**src/rtl/uart_pkg.sv**
```systemverilog
// Shared types and defaults for the UART receive path.
package uart_pkg;

    localparam int DEF_DATA_WIDTH = 8;
    localparam int DEF_OS         = 8;

    localparam logic PAR_EVEN = 1'b0;
    localparam logic PAR_ODD  = 1'b1;

    typedef enum logic [2:0] {
        IDLE   = 3'd0,
        START  = 3'd1,
        DATA   = 3'd2,
        PARITY = 3'd3,
        STOP   = 3'd4
    } rx_state_e;

    function automatic logic maj3(input logic a, input logic b, input logic c);
        return (a & b) | (a & c) | (b & c);
    endfunction

endpackage

```
**src/rtl/uart_rx_sampler.sv**
```systemverilog
// RX line synchronizer, per-bit oversample counter and 3-sample majority vote.
module uart_rx_sampler
    import uart_pkg::*;
#(
    parameter int OS = DEF_OS
) (
    input  logic                  CLK,
    input  logic                  RST,
    input  logic                  rx_in,
    input  logic                  run,
    output logic                  rx_s,
    output logic [$clog2(OS)-1:0] edge_cnt,
    output logic                  bit_vote
);

    localparam int CW = $clog2(OS);
    localparam logic [CW-1:0] CNT_LAST = CW'(OS - 1);
    localparam logic [CW-1:0] SMP_0    = CW'(OS / 2 - 1);
    localparam logic [CW-1:0] SMP_1    = CW'(OS / 2);
    localparam logic [CW-1:0] SMP_2    = CW'(OS / 2 + 1);

    logic          sync1_q, sync1_d;
    logic          sync2_q, sync2_d;
    logic [CW-1:0] edge_cnt_q, edge_cnt_d;
    logic          s0_q, s0_d;
    logic          s1_q, s1_d;
    logic          s2_q, s2_d;

    always_comb begin
        sync1_d    = rx_in;
        sync2_d    = sync1_q;
        edge_cnt_d = '0;
        if (run) begin
            edge_cnt_d = (edge_cnt_q == CNT_LAST) ? '0 : edge_cnt_q + 1'b1;
        end
        s0_d = (edge_cnt_q == SMP_0) ? sync2_q : s0_q;
        s1_d = (edge_cnt_q == SMP_1) ? sync2_q : s1_q;
        s2_d = (edge_cnt_q == SMP_2) ? sync2_q : s2_q;
    end

    always_ff @(posedge CLK or posedge RST) begin
        if (RST) begin
            sync1_q    <= 1'b1;
            sync2_q    <= 1'b1;
            edge_cnt_q <= '0;
            s0_q       <= 1'b1;
            s1_q       <= 1'b1;
            s2_q       <= 1'b1;
        end else begin
            sync1_q    <= sync1_d;
            sync2_q    <= sync2_d;
            edge_cnt_q <= edge_cnt_d;
            s0_q       <= s0_d;
            s1_q       <= s1_d;
            s2_q       <= s2_d;
        end
    end

    // The vote is usable from the third sample cycle on; in that cycle the
    // third sample is still on the line, so it is taken straight from rx_s.
    assign bit_vote = maj3(s0_q, s1_q, (edge_cnt_q == SMP_2) ? sync2_q : s2_q);
    assign rx_s     = sync2_q;
    assign edge_cnt = edge_cnt_q;

endmodule

```
**src/rtl/uart_rx.sv**
```systemverilog
// UART receiver: frame FSM, shift register and parity/stop checks.
// Parity support is built only when UART_RX_PARITY_EN is defined.
module uart_rx
    import uart_pkg::*;
#(
    parameter int DATA_WIDTH = DEF_DATA_WIDTH,
    parameter int OS         = DEF_OS
) (
    input  logic                  CLK,
    input  logic                  RST,
    input  logic                  RX_IN,
    input  logic                  PAR_EN,
    input  logic                  PAR_TYP,
    output logic [DATA_WIDTH-1:0] P_DATA,
    output logic                  Data_valid,
    output logic                  Par_error,
    output logic                  Stop_error,
    output logic                  rx_busy
);

    localparam int CW = $clog2(OS);
    localparam int BW = (DATA_WIDTH > 1) ? $clog2(DATA_WIDTH) : 1;
    localparam logic [CW-1:0] CNT_LAST = CW'(OS - 1);
    localparam logic [CW-1:0] CNT_EVAL = CW'(OS / 2 + 1);
    localparam logic [BW-1:0] BIT_LAST = BW'(DATA_WIDTH - 1);

    rx_state_e               state_q, state_d;
    logic                    rx_s;
    logic [CW-1:0]           edge_cnt;
    logic                    bit_vote;
    logic                    run;
    logic [BW-1:0]           bit_cnt_q, bit_cnt_d;
    logic [DATA_WIDTH-1:0]   shift_q, shift_d;
    logic                    par_bad_q, par_bad_d;
    logic                    stop_bad_q, stop_bad_d;
    logic                    eval_q, eval_d;
    logic [DATA_WIDTH-1:0]   p_data_q, p_data_d;
    logic                    data_valid_q, data_valid_d;
    logic                    par_error_q, par_error_d;
    logic                    stop_error_q, stop_error_d;

`ifdef UART_RX_PARITY_EN
    logic                    par_en_q, par_en_d;
    logic                    par_typ_q, par_typ_d;
`else
    logic                    unused_par_cfg;
    assign unused_par_cfg = PAR_EN ^ PAR_TYP;
`endif

    assign run = (state_d != IDLE);

    uart_rx_sampler #(
        .OS(OS)
    ) u_sampler (
        .CLK      (CLK),
        .RST      (RST),
        .rx_in    (RX_IN),
        .run      (run),
        .rx_s     (rx_s),
        .edge_cnt (edge_cnt),
        .bit_vote (bit_vote)
    );

    always_comb begin
        state_d      = state_q;
        bit_cnt_d    = bit_cnt_q;
        shift_d      = shift_q;
        par_bad_d    = par_bad_q;
        stop_bad_d   = stop_bad_q;
        eval_d       = 1'b0;
        p_data_d     = p_data_q;
        data_valid_d = 1'b0;
        par_error_d  = 1'b0;
        stop_error_d = 1'b0;
`ifdef UART_RX_PARITY_EN
        par_en_d     = par_en_q;
        par_typ_d    = par_typ_q;
`endif

        // Results are published one cycle after the stop-bit decision.
        if (eval_q) begin
            par_error_d  = par_bad_q;
            stop_error_d = stop_bad_q;
            if (!par_bad_q && !stop_bad_q) begin
                p_data_d     = shift_q;
                data_valid_d = 1'b1;
            end
        end

        case (state_q)
            IDLE: begin
                if (!rx_s) begin
                    state_d   = START;
                    bit_cnt_d = '0;
                    par_bad_d = 1'b0;
`ifdef UART_RX_PARITY_EN
                    par_en_d  = PAR_EN;
                    par_typ_d = PAR_TYP;
`endif
                end
            end
            START: begin
                if (edge_cnt == CNT_LAST) begin
                    state_d = bit_vote ? IDLE : DATA;
                end
            end
            DATA: begin
                if (edge_cnt == CNT_LAST) begin
                    shift_d = {bit_vote, shift_q[DATA_WIDTH-1:1]};
                    if (bit_cnt_q == BIT_LAST) begin
                        bit_cnt_d = '0;
`ifdef UART_RX_PARITY_EN
                        state_d   = par_en_q ? PARITY : STOP;
`else
                        state_d   = STOP;
`endif
                    end else begin
                        bit_cnt_d = bit_cnt_q + 1'b1;
                    end
                end
            end
`ifdef UART_RX_PARITY_EN
            PARITY: begin
                if (edge_cnt == CNT_LAST) begin
                    par_bad_d = bit_vote ^ (^shift_q) ^ (par_typ_q == PAR_ODD);
                    state_d   = STOP;
                end
            end
`endif
            STOP: begin
                // Leave early so a start bit right after the stop bit is caught.
                if (edge_cnt == CNT_EVAL) begin
                    stop_bad_d = ~bit_vote;
                    eval_d     = 1'b1;
                    state_d    = IDLE;
                end
            end
            default: begin
                state_d = IDLE;
            end
        endcase
    end

    always_ff @(posedge CLK or posedge RST) begin
        if (RST) begin
            state_q      <= IDLE;
            bit_cnt_q    <= '0;
            shift_q      <= '0;
            par_bad_q    <= 1'b0;
            stop_bad_q   <= 1'b0;
            eval_q       <= 1'b0;
            p_data_q     <= '0;
            data_valid_q <= 1'b0;
            par_error_q  <= 1'b0;
            stop_error_q <= 1'b0;
`ifdef UART_RX_PARITY_EN
            par_en_q     <= 1'b0;
            par_typ_q    <= 1'b0;
`endif
        end else begin
            state_q      <= state_d;
            bit_cnt_q    <= bit_cnt_d;
            shift_q      <= shift_d;
            par_bad_q    <= par_bad_d;
            stop_bad_q   <= stop_bad_d;
            eval_q       <= eval_d;
            p_data_q     <= p_data_d;
            data_valid_q <= data_valid_d;
            par_error_q  <= par_error_d;
            stop_error_q <= stop_error_d;
`ifdef UART_RX_PARITY_EN
            par_en_q     <= par_en_d;
            par_typ_q    <= par_typ_d;
`endif
        end
    end

    assign P_DATA     = p_data_q;
    assign Data_valid = data_valid_q;
    assign Par_error  = par_error_q;
    assign Stop_error = stop_error_q;
    assign rx_busy    = (state_q != IDLE);

endmodule

```
**config.mk**
```make
export PLATFORM = sky130hd
export DESIGN_NAME = uart_rx
export DESIGN_NICKNAME = d
export VERILOG_FILES = /design/src/rtl/uart_pkg.sv /design/src/rtl/uart_rx_sampler.sv /design/src/rtl/uart_rx.sv
export SDC_FILE = /design/constraint.sdc
export NUM_CORES = 1
export LEC_CHECK = 0
export ABC_AREA = 0
export ABC_CLOCK_PERIOD_IN_PS = 2300
export BUFFER_PORTS_ARGS = -buffer_cell sky130_fd_sc_hd__buf_4
export CAP_MARGIN = 20
export CORE_ASPECT_RATIO = 2
export CORE_MARGIN = 2
export CORE_UTILIZATION = 55
export CTS_CLUSTER_DIAMETER = 80
export CTS_CLUSTER_SIZE = 25
export DETAILED_ROUTE_END_ITERATION = 10
export PLACE_DENSITY = 0.76
export SLEW_MARGIN = 5
export SYNTH_ARGS = -nofsm -noshare
export SYNTH_HDL_FRONTEND = slang
export SYNTH_SLANG_ARGS = --single-unit
```
**constraint.sdc**
```tcl
create_clock -name CLK -period 2.3 [get_ports CLK]
set_input_delay 0.69 -clock CLK [delete_from_list [all_inputs] [get_ports CLK]]
set_output_delay 0.69 -clock CLK [all_outputs]
set_load 0.01 [all_outputs]
```
==> flow_metrics.env <==
export IMPL_outcome="finished, final reports clean"
export IMPL_total_cts_buffers=5
export IMPL_clkTransAtPathRegs_ns=0.06
export IMPL_synth_top_cells_by_area="sky130_fd_sc_hd__dfrtp_1 48%, sky130_fd_sc_hd__dfstp_2 8.6%, sky130_fd_sc_hd__nand2_1 6.9%"
export IMPL_holdBufCountCts=0
export IMPL_fin_setup_tns_ns=0
export IMPL_area_growth_syn_to_layout_pct=12.67
export IMPL_synth_edff_count=0
export IMPL_synth_warning_count=0
export IMPL_die_span_in_x_um=41.18
export IMPL_core_area_um2=2703
export IMPL_synthesized_area_um2=1520
export IMPL_detailed_place_area_um2=1634
export IMPL_combPwrFrac_pct=23.1
export IMPL_most_common_layout_cells="29 x sky130_fd_sc_hd__dfrtp_1, 28 x sky130_fd_sc_hd__nand2_1, 14 x sky130_fd_sc_hd__buf_4, 10 x sky130_fd_sc_hd__inv_1, 9 x sky130_fd_sc_hd__mux2_2"
export IMPL_detailed_route_via_count=995
export IMPL_post_route_cells_drive_above_1_share_pct=30.67
export IMPL_layout_skew_ns=0.008681
export IMPL_arrival_ns=1.43
export IMPL_syn_num_nets=146
export IMPL_initial_utilization_pct=56.25
export IMPL_first_iter_violations=14
export IMPL_hold_path_class="register to register"
export IMPL_grt_max_degree=35
export IMPL_most_used_flip_flop_cell_after_synthesis="sky130_fd_sc_hd__dfrtp_1"
export IMPL_post_detailed_route_wirelength_per_cell_um=14.21
export IMPL_cts_buffer_depth=2
export IMPL_synth_ff_latch_count=34
export IMPL_clock_sink_count=34
export IMPL_critical_path_slowest_cell="sky130_fd_sc_hd__dfrtp_1"
export IMPL_synth_top_cell_area_share_pct=47.74
export IMPL_grt_pass1_vias=992
export IMPL_kind_of_start_point_of_the_critical_path="register"
export IMPL_layout_cells_most_common="sky130_fd_sc_hd__dfrtp_1"
export IMPL_cp_data_required_time_ns=1.61
export IMPL_cts_setup_buffers=0
export IMPL_finalNetCount=162
export IMPL_actual_transition_at_the_worst_max_transition_pin_ns=0.5066
export IMPL_synthesis_instances=134
export IMPL_total_power_mw=1.533
export IMPL_leakagePower_nw=0.9025
export IMPL_grt_overflow_total=0
export IMPL_layout_min_cycle_time_ns=2.118
export IMPL_grtUsageTotal_pct=18.84
export IMPL_avgViaCountPerCell=5.559
export IMPL_timing_max_cap_violations=0
export IMPL_totalWireLength_um=2543
export IMPL_grt_pass1_wl_um=4236
export IMPL_hold_ws_ns=0.3598
export IMPL_post_route_period_util_pct=92.11
export IMPL_timing_final_setup_violations=0
export IMPL_dp_cells=172
export IMPL_timing_critical_path_cells="or3_2 -> buf_4"
export IMPL_timing_slew_headroom_pct=66.23
export IMPL_dp_hpwl_um=1842
export IMPL_layout_cell_area_non_filler_um2=1713
export IMPL_ctsHtreeMaxLevel=2
export IMPL_cellPowerDensity_nw_per_um2=895.2
export IMPL_diodes=0
export IMPL_insertion_delay_ns=0.29
export IMPL_antenna_violating_nets_post_route=0
export IMPL_power_switching_share_pct=31.61
export IMPL_detailed_route_drc_error_count=0
export IMPL_unrepaired_setup_endpoints_after_global_routing="false"
export IMPL_instances_no_fill=179
export IMPL_syn_mean_instance_area_um2=11.34
export IMPL_vdd_ir_drop_worst_v=0.0008251
export IMPL_crit_type="register to primary output"
export IMPL_power_frac_clock_pct=26.8
export IMPL_gp_routability_congestion=0.7876
export IMPL_drt_pre_antenna_iters=4
export IMPL_die_area_um2=3226
export IMPL_netlist_top_cell_by_area="sky130_fd_sc_hd__dfrtp_1"
export IMPL_synthDistinctLibCells=35
export IMPL_final_max_slew_violation_count=0
export IMPL_port_buffer_count=13
export IMPL_internal_power_mw=1.049
export IMPL_power_switching_uw=484.7
export IMPL_finalHoldViolations=0
export IMPL_power_sequential_fraction_pct=50.1
export IMPL_ctsRootBufferMaster="sky130_fd_sc_hd__clkbuf_8"
export IMPL_max_stage_delay_ns=0.52
export IMPL_fp_row_count=27
export IMPL_ys_seq_area_share_pct=56.38
export IMPL_io_pin_count=17
export IMPL_cts_repair_resized=0
export IMPL_antenna_violations_before_repair=0
export IMPL_fmaxAchievable_mhz=472.0
export IMPL_critical_path_max_fanout=13
export IMPL_cts_tree="done"
export IMPL_asyncSetResetFlopFracSynth_pct=100.0
export IMPL_die_height_um=78.35
export IMPL_cp_end_kind="primary output"
[through the flow]
stage	util, %	setup WS (ns)
3_3_place_gp	60.46	0.5116
4_1_cts	63.38	0.1842
2_1_floorplan	-	0.6302
5_1_grt	63.38	0.1175
3_5_place_dp	60.46	0.4490
6_report	63.38	0.1815
[power groups by stage]
stage          clock, mW  combinational [mW]  sequential (mW)
2_1_floorplan          0               0.292            0.755
3_3_place_gp           0               0.340            0.772
3_5_place_dp           0               0.355            0.778
4_1_cts            0.417               0.356            0.767
5_1_grt            0.451               0.404            0.780
6_report           0.411               0.354            0.768
[metal layers]
| layer | vias up | GRT usage, % | wire [um] |
|---|---|---|---|
| met2 | 22 | 31.72 | 1454 |
| li1 | 474 | - | - |
| met5 | - | 0 | 0 |
| met4 | 0 | 5.806 | 31 |
| met1 | 497 | 21.10 | 960 |
| met3 | 2 | 5.932 | 96 |
[final timing paths]
path	slack (ns)	start	endpoint	depth (start not counted)
min	0.36	u_sampler.sync1_q	u_sampler.rx_s	0
max in group asynchronous	1.46	RST	u_sampler.s1_q	3
min in group asynchronous	0.51	RST	Stop_error	3
min reg2reg	0.36	u_sampler.sync1_q	u_sampler.rx_s	0
max	0.18	state_q[1]	rx_busy	2
max reg2reg	0.47	u_sampler.edge_cnt[0]	u_sampler.edge_cnt[1]	6
[cell usage after synthesis, types with 2 or more instances]
library cell and instances:
sky130_fd_sc_hd__o21ai_1 2, sky130_fd_sc_hd__ha_1 7, sky130_fd_sc_hd__a21oi_2 2, sky130_fd_sc_hd__nand2b_1 2, sky130_fd_sc_hd__nand3_1 2, sky130_fd_sc_hd__dfstp_2 5, sky130_fd_sc_hd__dfrtp_1 29, sky130_fd_sc_hd__nand4b_1 2
sky130_fd_sc_hd__inv_1 10, sky130_fd_sc_hd__nand2_1 28, sky130_fd_sc_hd__mux2i_1 2, sky130_fd_sc_hd__a22o_1 3, sky130_fd_sc_hd__nor3_2 2, sky130_fd_sc_hd__o21ai_0 4, sky130_fd_sc_hd__and2_1 3, sky130_fd_sc_hd__buf_2 4
sky130_fd_sc_hd__mux2_2 9
[critical path, delay by kind of cell (launching register included)]
kind / cells / cell delay (ns)
DFF: 1 / 0.52
and+or+nand+nor: 1 / 0.47
buffers and inverters: 1 / 0.16
[state kept, by name, indices dropped and copies added, names as in the netlist]
| register | cells |
|---|---|
| u_sampler.s0_q | 1 |
| Stop_error | 1 |
| eval_q | 1 |
| u_sampler.edge_cnt | 3 |
| bit_cnt_q | 3 |
| u_sampler.rx_s | 1 |
| Data_valid | 1 |
| u_sampler.sync1_q | 1 |
| u_sampler.s1_q | 1 |
| state_q | 3 |
| shift_q | 8 |
| stop_bad_q | 1 |
| P_DATA | 8 |
| u_sampler.s2_q | 1 |
[area by class of cell]
type	count	area, um2
fillers	233	989.7
well taps	29	36.28
inverters	10	37.54
flip-flops and latches	34	857.1
multi-input cells	85	598.1
clock inverters	2	10.01
clock buffers	5	68.82
repair buffers	14	105.1
[cells by family (layout without fill, tap and decap cells)]
logic type	after synthesis	after routing	share of synthesized area, %
compound gates	16	16	7.326
mux	12	12	8.724
fa+ha+maj	7	7	5.761
flops	34	34	56.38
other cells	1	1	0.2467
buf+inv	15	31	4.280
simple gates	49	49	17.28
Note: power is estimated with default switching activity, not from simulation.
